`src/rtl/gshare_pkg.sv`:
```
// rtl/gshare_pkg.sv - shared types, defaults and counter helper for the gshare branch controller
package gshare_pkg;

  localparam int PC_W_DEF  = 8;
  localparam int GHR_W_DEF = 8;

  typedef enum logic [1:0] {
    SNT = 2'b00,
    WNT = 2'b01,
    WT  = 2'b10,
    ST  = 2'b11
  } ctr_e;

  typedef enum logic {
    S_IDLE   = 1'b0,
    S_UPDATE = 1'b1
  } state_e;

  // Checkpoint layout at the default history width; the controller builds a
  // width-matched copy of this layout from its own GHR_W parameter.
  typedef struct packed {
    logic [GHR_W_DEF-1:0] idx;
    logic                 pred;
    logic [GHR_W_DEF-1:0] ghr;
  } ckpt_t;

  // Two-bit saturating counter step toward the resolved outcome.
  function automatic logic [1:0] sat_update(input logic [1:0] ctr, input logic taken);
    if (taken) return (ctr == ST)  ? ST  : ctr + 2'd1;
    else       return (ctr == SNT) ? SNT : ctr - 2'd1;
  endfunction

endpackage

```
`src/rtl/gshare_ckpt_fifo.sv`:
```
// rtl/gshare_ckpt_fifo.sv - in-order checkpoint queue for in-flight branches
module gshare_ckpt_fifo #(
  parameter int W     = 17,
  parameter int DEPTH = 4,
  localparam int AW   = $clog2(DEPTH)
) (
  input  logic          clk,
  input  logic          reset,
  input  logic          push,
  input  logic          pop,
  input  logic          clear,
  input  logic [W-1:0]  wdata,
  output logic [W-1:0]  rdata,
  output logic          full,
  output logic          empty,
  output logic [AW:0]   count
);

  logic [W-1:0]  mem [DEPTH];
  logic [AW-1:0] wr_ptr;
  logic [AW-1:0] rd_ptr;
  logic          push_ok;
  logic          pop_ok;

  assign full    = (count == (AW+1)'(DEPTH));
  assign empty   = (count == '0);
  assign rdata   = mem[rd_ptr];
  assign push_ok = push && !full;
  assign pop_ok  = pop && !empty;

  // Pointers wrap naturally at DEPTH; clear drops every entry at once.
  always_ff @(posedge clk or posedge reset) begin
    if (reset) begin
      wr_ptr <= '0;
      rd_ptr <= '0;
      count  <= '0;
    end else if (clear) begin
      wr_ptr <= '0;
      rd_ptr <= '0;
      count  <= '0;
    end else begin
      if (push_ok) wr_ptr <= wr_ptr + 1'b1;
      if (pop_ok)  rd_ptr <= rd_ptr + 1'b1;
      case ({push_ok, pop_ok})
        2'b10:   count <= count + 1'b1;
        2'b01:   count <= count - 1'b1;
        default: count <= count;
      endcase
    end
  end

  // Entry storage needs no reset; only slots below count are ever read.
  always_ff @(posedge clk) begin
    if (push_ok) mem[wr_ptr] <= wdata;
  end

endmodule

```
`src/rtl/gshare_branch_ctrl.sv`:
```
// rtl/gshare_branch_ctrl.sv - gshare PHT sequencer with speculative GHR and checkpoint queue (optional GSHARE_CTRL_STATS_EN)
module gshare_branch_ctrl
  import gshare_pkg::*;
#(
  parameter int PC_W  = PC_W_DEF,
  parameter int GHR_W = GHR_W_DEF,
  parameter int DEPTH = 4,
  localparam int CW   = $clog2(DEPTH) + 1
) (
  input  logic             clk,
  input  logic             reset,
  input  logic             pred_valid,
  output logic             pred_ready,
  input  logic [PC_W-1:0]  pred_pc,
  output logic             pred_taken,
  input  logic             res_valid,
  output logic             res_ready,
  input  logic             res_taken,
  output logic [GHR_W-1:0] pht_idx,
  output logic             pht_we,
  output logic [1:0]       pht_wdata,
  input  logic [1:0]       pht_rdata,
  output logic             flush,
  output logic [GHR_W-1:0] ghr,
  output logic [CW-1:0]    inflight
`ifdef GSHARE_CTRL_STATS_EN
  ,
  output logic [15:0]      stat_total,
  output logic [15:0]      stat_correct
`endif
);

  typedef struct packed {
    logic [GHR_W-1:0] idx;
    logic             pred;
    logic [GHR_W-1:0] ghr;
  } entry_t;

  localparam int EW = $bits(entry_t);

  state_e           state_q, state_d;
  logic [GHR_W-1:0] ghr_q;
  entry_t           held;
  logic             held_taken;
  entry_t           head;
  entry_t           new_entry;
  logic [EW-1:0]    fifo_rdata;
  logic             push, pop, clear, mispredict;
  logic             full, empty;

  assign ghr       = ghr_q;
  assign head      = entry_t'(fifo_rdata);
  assign new_entry = '{idx: pht_idx, pred: pred_taken, ghr: ghr_q};

  gshare_ckpt_fifo #(.W(EW), .DEPTH(DEPTH)) u_fifo (
    .clk   (clk),
    .reset (reset),
    .push  (push),
    .pop   (pop),
    .clear (clear),
    .wdata (new_entry),
    .rdata (fifo_rdata),
    .full  (full),
    .empty (empty),
    .count (inflight)
  );

  // Handshakes, PHT port steering and next state; everything quiet while in reset.
  always_comb begin
    state_d    = state_q;
    pred_ready = 1'b0;
    res_ready  = 1'b0;
    pred_taken = 1'b0;
    pht_idx    = '0;
    pht_we     = 1'b0;
    pht_wdata  = 2'b00;
    flush      = 1'b0;
    push       = 1'b0;
    pop        = 1'b0;
    clear      = 1'b0;
    mispredict = 1'b0;
    if (!reset) begin
      case (state_q)
        S_IDLE: begin
          res_ready  = !empty;
          pred_ready = !full && !(res_valid && res_ready);
          pht_idx    = pred_pc[GHR_W-1:0] ^ ghr_q;
          pred_taken = pht_rdata[1];
          push       = pred_valid && pred_ready;
          pop        = res_valid && res_ready;
          if (pop) state_d = S_UPDATE;
        end
        S_UPDATE: begin
          pht_idx    = held.idx;
          pht_we     = 1'b1;
          pht_wdata  = sat_update(pht_rdata, held_taken);
          mispredict = (held_taken != held.pred);
          flush      = mispredict;
          clear      = mispredict;
          state_d    = S_IDLE;
        end
        default: state_d = S_IDLE;
      endcase
    end
  end

  // State, speculative history and the resolving branch's checkpoint.
  always_ff @(posedge clk or posedge reset) begin
    if (reset) begin
      state_q    <= S_IDLE;
      ghr_q      <= '0;
      held       <= '0;
      held_taken <= 1'b0;
    end else begin
      state_q <= state_d;
      if (pop) begin
        held       <= head;
        held_taken <= res_taken;
      end
      if (push)            ghr_q <= {ghr_q[GHR_W-2:0], pred_taken};
      else if (mispredict) ghr_q <= {held.ghr[GHR_W-2:0], held_taken};
    end
  end

`ifdef GSHARE_CTRL_STATS_EN
  // Resolution and correct-prediction counters, saturating at all-ones.
  always_ff @(posedge clk or posedge reset) begin
    if (reset) begin
      stat_total   <= '0;
      stat_correct <= '0;
    end else if (state_q == S_UPDATE) begin
      if (stat_total != 16'hFFFF) stat_total <= stat_total + 16'd1;
      if (!mispredict && stat_correct != 16'hFFFF) stat_correct <= stat_correct + 16'd1;
    end
  end
`endif

endmodule
```
`config.mk`:
```
export PLATFORM = sky130hd
export DESIGN_NAME = gshare_branch_ctrl
export DESIGN_NICKNAME = d
export VERILOG_FILES = /design/src/rtl/gshare_pkg.sv /design/src/rtl/gshare_ckpt_fifo.sv /design/src/rtl/gshare_branch_ctrl.sv
export SDC_FILE = /design/constraint.sdc
export NUM_CORES = 1
export LEC_CHECK = 0
export CAP_MARGIN = 20
export CORE_MARGIN = 5
export CORE_UTILIZATION = 60
export DETAILED_ROUTE_END_ITERATION = 7
export HOLD_SLACK_MARGIN = 0.15
export PLACE_DENSITY = 0.83
export SKIP_LAST_GASP = 1
export SYNTH_ARGS = -nofsm -noshare
export SYNTH_HDL_FRONTEND = slang
export SYNTH_HIERARCHICAL = 1
export SYNTH_SLANG_ARGS = --single-unit
```
`constraint.sdc`:
```
create_clock -name clk -period 8.8 [get_ports clk]
set_input_delay 0.88 -clock clk [delete_from_list [all_inputs] [get_ports clk]]
set_output_delay 0.88 -clock clk [all_outputs]
set_load 0.01 [all_outputs]
```
---- Word level (Yosys, flattened, before mapping) ----
Memories as Yosys holds them, arrays and structs flattened. A register that Yosys moved wholly into a read port is not among the register bits.
Cells that the tools add are included.
W data, S select, Z words.
storage, ports and cells
  bits in registers ....................... 17
  bits in writable memories ............... 68
  input bits .............................. 15
  word-level logic and storage cells ...... 67
  memories ................................ 1
memories
  memory      words  bits a word  rd ports  clocked after Yosys merged registers in  write ports  line                    source
  u_fifo.mem  4      17           1         1                                        1            gshare_ckpt_fifo.sv:19  logic [W-1:0] mem [DEPTH];
operators by class
  add/subtract/negate cells ............... 6
  equality and inequality tests ........... 5
  multiplexer cells ....................... 33
  bitwise logic cells ..................... 2
  reductions and logical operators ........ 14
operators by type and width
  cell                   count
  $mux W8                3
  $mux W2                9
  $mux W1                17
  $pmux W8 S2            1
  $xor A8 B8 Y8          1
  $add A2 B1 Y2 const B  3
  $pmux W3 S2            1
  $reduce_bool A2 Y1     3
  $logic_and A1 B1 Y1    5
  $eq A2 B2 Y1 const B   2
  $add A3 B1 Y3 const B  1
  $eq A3 B3 Y1 const B   1
  $logic_not A1 Y1       3
  $logic_not A3 Y1       1
  $mux W3                1
  $reduce_bool A3 Y1     1
  $sub A3 B1 Y3 const B  1
  $eq A2 B1 Y1 const B   1
  $logic_not A2 Y1       1
  $pmux W1 S2            1
  $sub A2 B1 Y2 const B  1
  $ne A1 B1 Y1           1
  $not A1 Y1             1

---- Depth between registers and ports, before layout ----
  depth after elaboration ................. 12
  gate-level depth with buffers ........... 13
  depth with buffers taken out ............ 10

---- Hierarchy ----
Netlist, hierarchy kept.
by module, submodules not included
  module              times used  cells an instance  area each (sq um)
  gshare_ckpt_fifo    1           151                3041.7
  gshare_branch_ctrl  1           132                1408.9

---- Least setup slack after synthesis ----
Ideal clock, no wire load.
  kind .................................... input port to flip-flop
  from .................................... input reset
  to ...................................... memory u_fifo.mem[0][0], enable pin
  library setup time ...................... 0.375 ns
  arrival ................................. 2.886 ns
  data required time ...................... 8.425 ns
  setup slack ............................. 5.539 ns
  cell stages on the path ................. 9
  path buffers ............................ 4
  cell sequence ........................... buf_6 -> or4b_4 -> buf_6 -> or2_1 -> buf_6 -> clkinv_2 -> clkbuf_8 -> a21boi_4 -> and2_1
on the way
  word-level cells in the longest chain between the ends .. 4
RTL lines
  element                        line                      source
  start: declaration             gshare_branch_ctrl.sv:11  input logic reset,
  $mux W1                        gshare_branch_ctrl.sv:82  if (!reset) begin
  via push                       gshare_branch_ctrl.sv:48  logic push, pop, clear, mispredict;
  $logic_and A1 B1 Y1            gshare_ckpt_fifo.sv:28    assign push_ok = push && !full;
  $mux W1                        gshare_ckpt_fifo.sv:54    if (push_ok) mem[wr_ptr] <= wdata;
  $mux W1 (implied by the code)  gshare_ckpt_fifo.sv:54
  end: declaration               gshare_ckpt_fifo.sv:19
The timed path passes the listed nets, and every way through them passes these cells.

---- Final worst setup path ----
  from .................................... input reset
  to ...................................... output flush
on the way
  word-level cells in the longest chain between the ends .. 1
RTL lines
  element           line                      source
  $mux W1           gshare_branch_ctrl.sv:82
  end: declaration  gshare_branch_ctrl.sv:23  output logic flush,
Every way passes these cells.

==> out/metrics.csv <==
stage,metric,value,unit
synthesis,synth_area,0.00431,mm²
setup_path,critPathRequiredTime,7.92,ns
cts,cts_buffers,9,
global_route,grt_use_total,21.1,%
setup_path,cp_max_fo,19,
hold_path,whs_path_depth,1,
setup_path,crit_path_end_kind,output pin,
die,floorplan.die.height,94.7,µm
synthesis,postSynthNetCount,298,
synthesis,yosys_synthesis_warning_count,6,
cts,clkSlewWorstSetupHoldPaths,0.10,ns
die,floorplan.initialDensity,62.4,%
hold_path,startpoint_of_the_worst_hold_path,held[9],
global_route,grt_overflow,0,
placed_design,final_weighted_congestion_in_routability_driven_placement,0.839,
job,maximum_capacitance_violations,0,
cells_and_area,n_antenna_cell,0,
placed_design,port-buffer-count,40,
global_route,antenna_found_initial,0,
timing,tightest_slew_margin_relative_to_the_limit,32.0,%
die,die_x,94.7,µm
pwr,cellPowerDensity,318,mW/mm²
cts,cts_tree,done,
timing,worstMarginPinSlew,1.02,ns
cells_and_area,seq_area,0.00275,mm²
cts,htree_num_levels,3,
setup_path,worstReg2RegStart,state_q,
timing,final_hold_viol_count,0,
cts,hold_buffers,0,
drt,drt-wirelength-per-cell,20.6,µm
timing,post-route-period-util,44.2,%
cells_and_area,area_growth_syn_to_layout,15.2,%
drt,drcViolationCount,0,
timing,finalSetupViolations,0,
cts,insertion_delay,0.36,ns
cts,post_cts.repair.setup_buffers,0,
setup_path,reg2reg_to,u_fifo/mem[2][14],
synthesis,synthCells,278,
die,design.die.area,0.00897,mm²
cts,clock_net_sink_count,97,
die,placement_rows,30,
timing,achievable-frequency,257,MHz
drt,number_of_nets_with_antenna_violations_after_detailed_routing,0,
die,core_area,0.00691,mm²
timing,final_slew_viol_count,0,
drt,routed_via_density,6.17,
drt,drt_pre_antenna_iters,5,
setup_path,worst-endpoint-arrival,3.01,ns
drt,totalWireLength,8610,µm
setup_path,r2r.worst_path.cells,5,
die,io_pins,41,
cells_and_area,final_layout_size_suffix_gt1_share,18.4,%
global_route,first_global_vias,2627,
cts,max-clock-path-buffers,2,
hold_path,worst_hold_path_type,reg2reg,
timing,skew,0.0117,ns
cells_and_area,multi_input_logic_area,0.00140,mm²
drt,dr_total_vias,2571,
hold_path,worst_hold_path.endpoint,held[9],
cells_and_area,num-nets-final,336,
drt,drtIter0Drc,280,
cells_and_area,fillerInstances,454,
global_route,grt_pass1_wl,14000,µm
cts,ctsResizeCount,0,
setup_path,worst-setup-path-type,in2out,
timing,final_period_minus_worst_setup_slack,3.89,ns
setup_path,worst-r2r-setup-slack,5.36,ns
pwr,power.static_leakage,1.74,nW
timing,rsz0062_at_grt,no,
pwr,power.ir.vdd_worst,0.000145,V
cts,clk_root_buffer_cell,sky130_fd_sc_hd__clkbuf_8,
synthesis,synthesis.area_per_instance,15.5,µm²
global_route,maximum_number_of_pins_on_one_net_before_global_route_repair,33,
status,outcome,"complete, no violations",
timing,finalHoldWorstSlack,0.522,ns
placed_design,post-dp-hpwl,5640,µm
setup_path,start_kind,input port,
timing,setup_total_negative_slack,0,ns
==> where the power goes <==
part           switching (mW)  internal, mW
clock                   0.164         0.166
combinational           0.230         0.258
sequential              0.135         0.626
==> worst max-delay path by stage <==
stage	startpoint	end	cells past startpoint
final	reset	flush	5
after global routing	state_q	flush	3
after detailed placement	reset	u_fifo/mem[2][0]	7
after CTS	state_q	flush	3
after global placement	reset	u_fifo/mem[3][9]	7
after floorplan	reset	u_fifo/mem[0][0]	9
==> registers in the layout, indices dropped and copies added, names as in the netlist <==
signal	count
state_q	1
u_fifo/mem	64
held_taken	1
u_fifo/rd_ptr	2
ghr	8
u_fifo/wr_ptr	2
held	16
u_fifo/count	3
==> through the flow <==
step / power [mW] / util, % / cell area (µm²) / std cells / worst slack (ns)
after global routing: 1.66 / 71.9 / 4960 / 417 / 4.73
after floorplan: 1.07 / - / 4310 / 278 / 5.56
after detailed placement: 1.25 / 68.3 / 4720 / 400 / 4.80
final: 1.58 / 71.9 / 4960 / 417 / 4.91
after global placement: 1.23 / 68.3 / 4720 / 400 / 4.89
after CTS: 1.58 / 71.6 / 4950 / 416 / 4.91
==> cells in the final DEF (no fill, tap or decap), types with 2 or more instances in the layout <==
cell type                         count
sky130_fd_sc_hd__clkinv_4             2
sky130_fd_sc_hd__buf_4                3
sky130_fd_sc_hd__mux2_2              17
sky130_fd_sc_hd__dfrtp_1             33
sky130_fd_sc_hd__nand4_1              7
sky130_fd_sc_hd__clkdlybuf4s50_1     40
sky130_fd_sc_hd__edfxtp_1            64
sky130_fd_sc_hd__inv_8                2
sky130_fd_sc_hd__xnor2_1              3
sky130_fd_sc_hd__a21oi_1              5
sky130_fd_sc_hd__ha_1                 4
sky130_fd_sc_hd__and2_1               5
sky130_fd_sc_hd__mux2i_1              9
sky130_fd_sc_hd__nand3_1              3
sky130_fd_sc_hd__nand2b_1             2
sky130_fd_sc_hd__xor2_1              11
sky130_fd_sc_hd__nand3b_1             2
sky130_fd_sc_hd__clkbuf_8             9
sky130_fd_sc_hd__inv_1                5
sky130_fd_sc_hd__a31oi_1              8
sky130_fd_sc_hd__o21ai_0             13
sky130_fd_sc_hd__nand2_1              5
sky130_fd_sc_hd__nor3b_1              2
sky130_fd_sc_hd__nor2_1              16
sky130_fd_sc_hd__bufinv_16            2
sky130_fd_sc_hd__nor3_1              10
sky130_fd_sc_hd__mux4_2              16
==> area by class of cell <==
type	count	share of cell area (%)
timing repair buffer	44	8.82
tap	96	2.42
clock inverter	7	2.19
clock buffer	9	2.50
inverter	7	0.555
multi-input combinational	157	28.2
sequential	97	55.4
==> worst max-delay path, cell delays in order <==
cell                              delay, ns
sky130_fd_sc_hd__clkdlybuf4s50_1       0.39
sky130_fd_sc_hd__buf_4                 0.21
sky130_fd_sc_hd__nand2b_1              0.34
sky130_fd_sc_hd__nor2_1                0.54
sky130_fd_sc_hd__clkdlybuf4s50_1       0.64
==> layer usage <==
layer,share of wire (%),up-vias,GRT usage [%]
li1,-,1128,-
met1,41,1302,28.6
met2,49,119,33.6
met3,7.3,22,3.75
met4,2.7,0,9.50
met5,0,-,0
(Power assumes the default switching activity.)
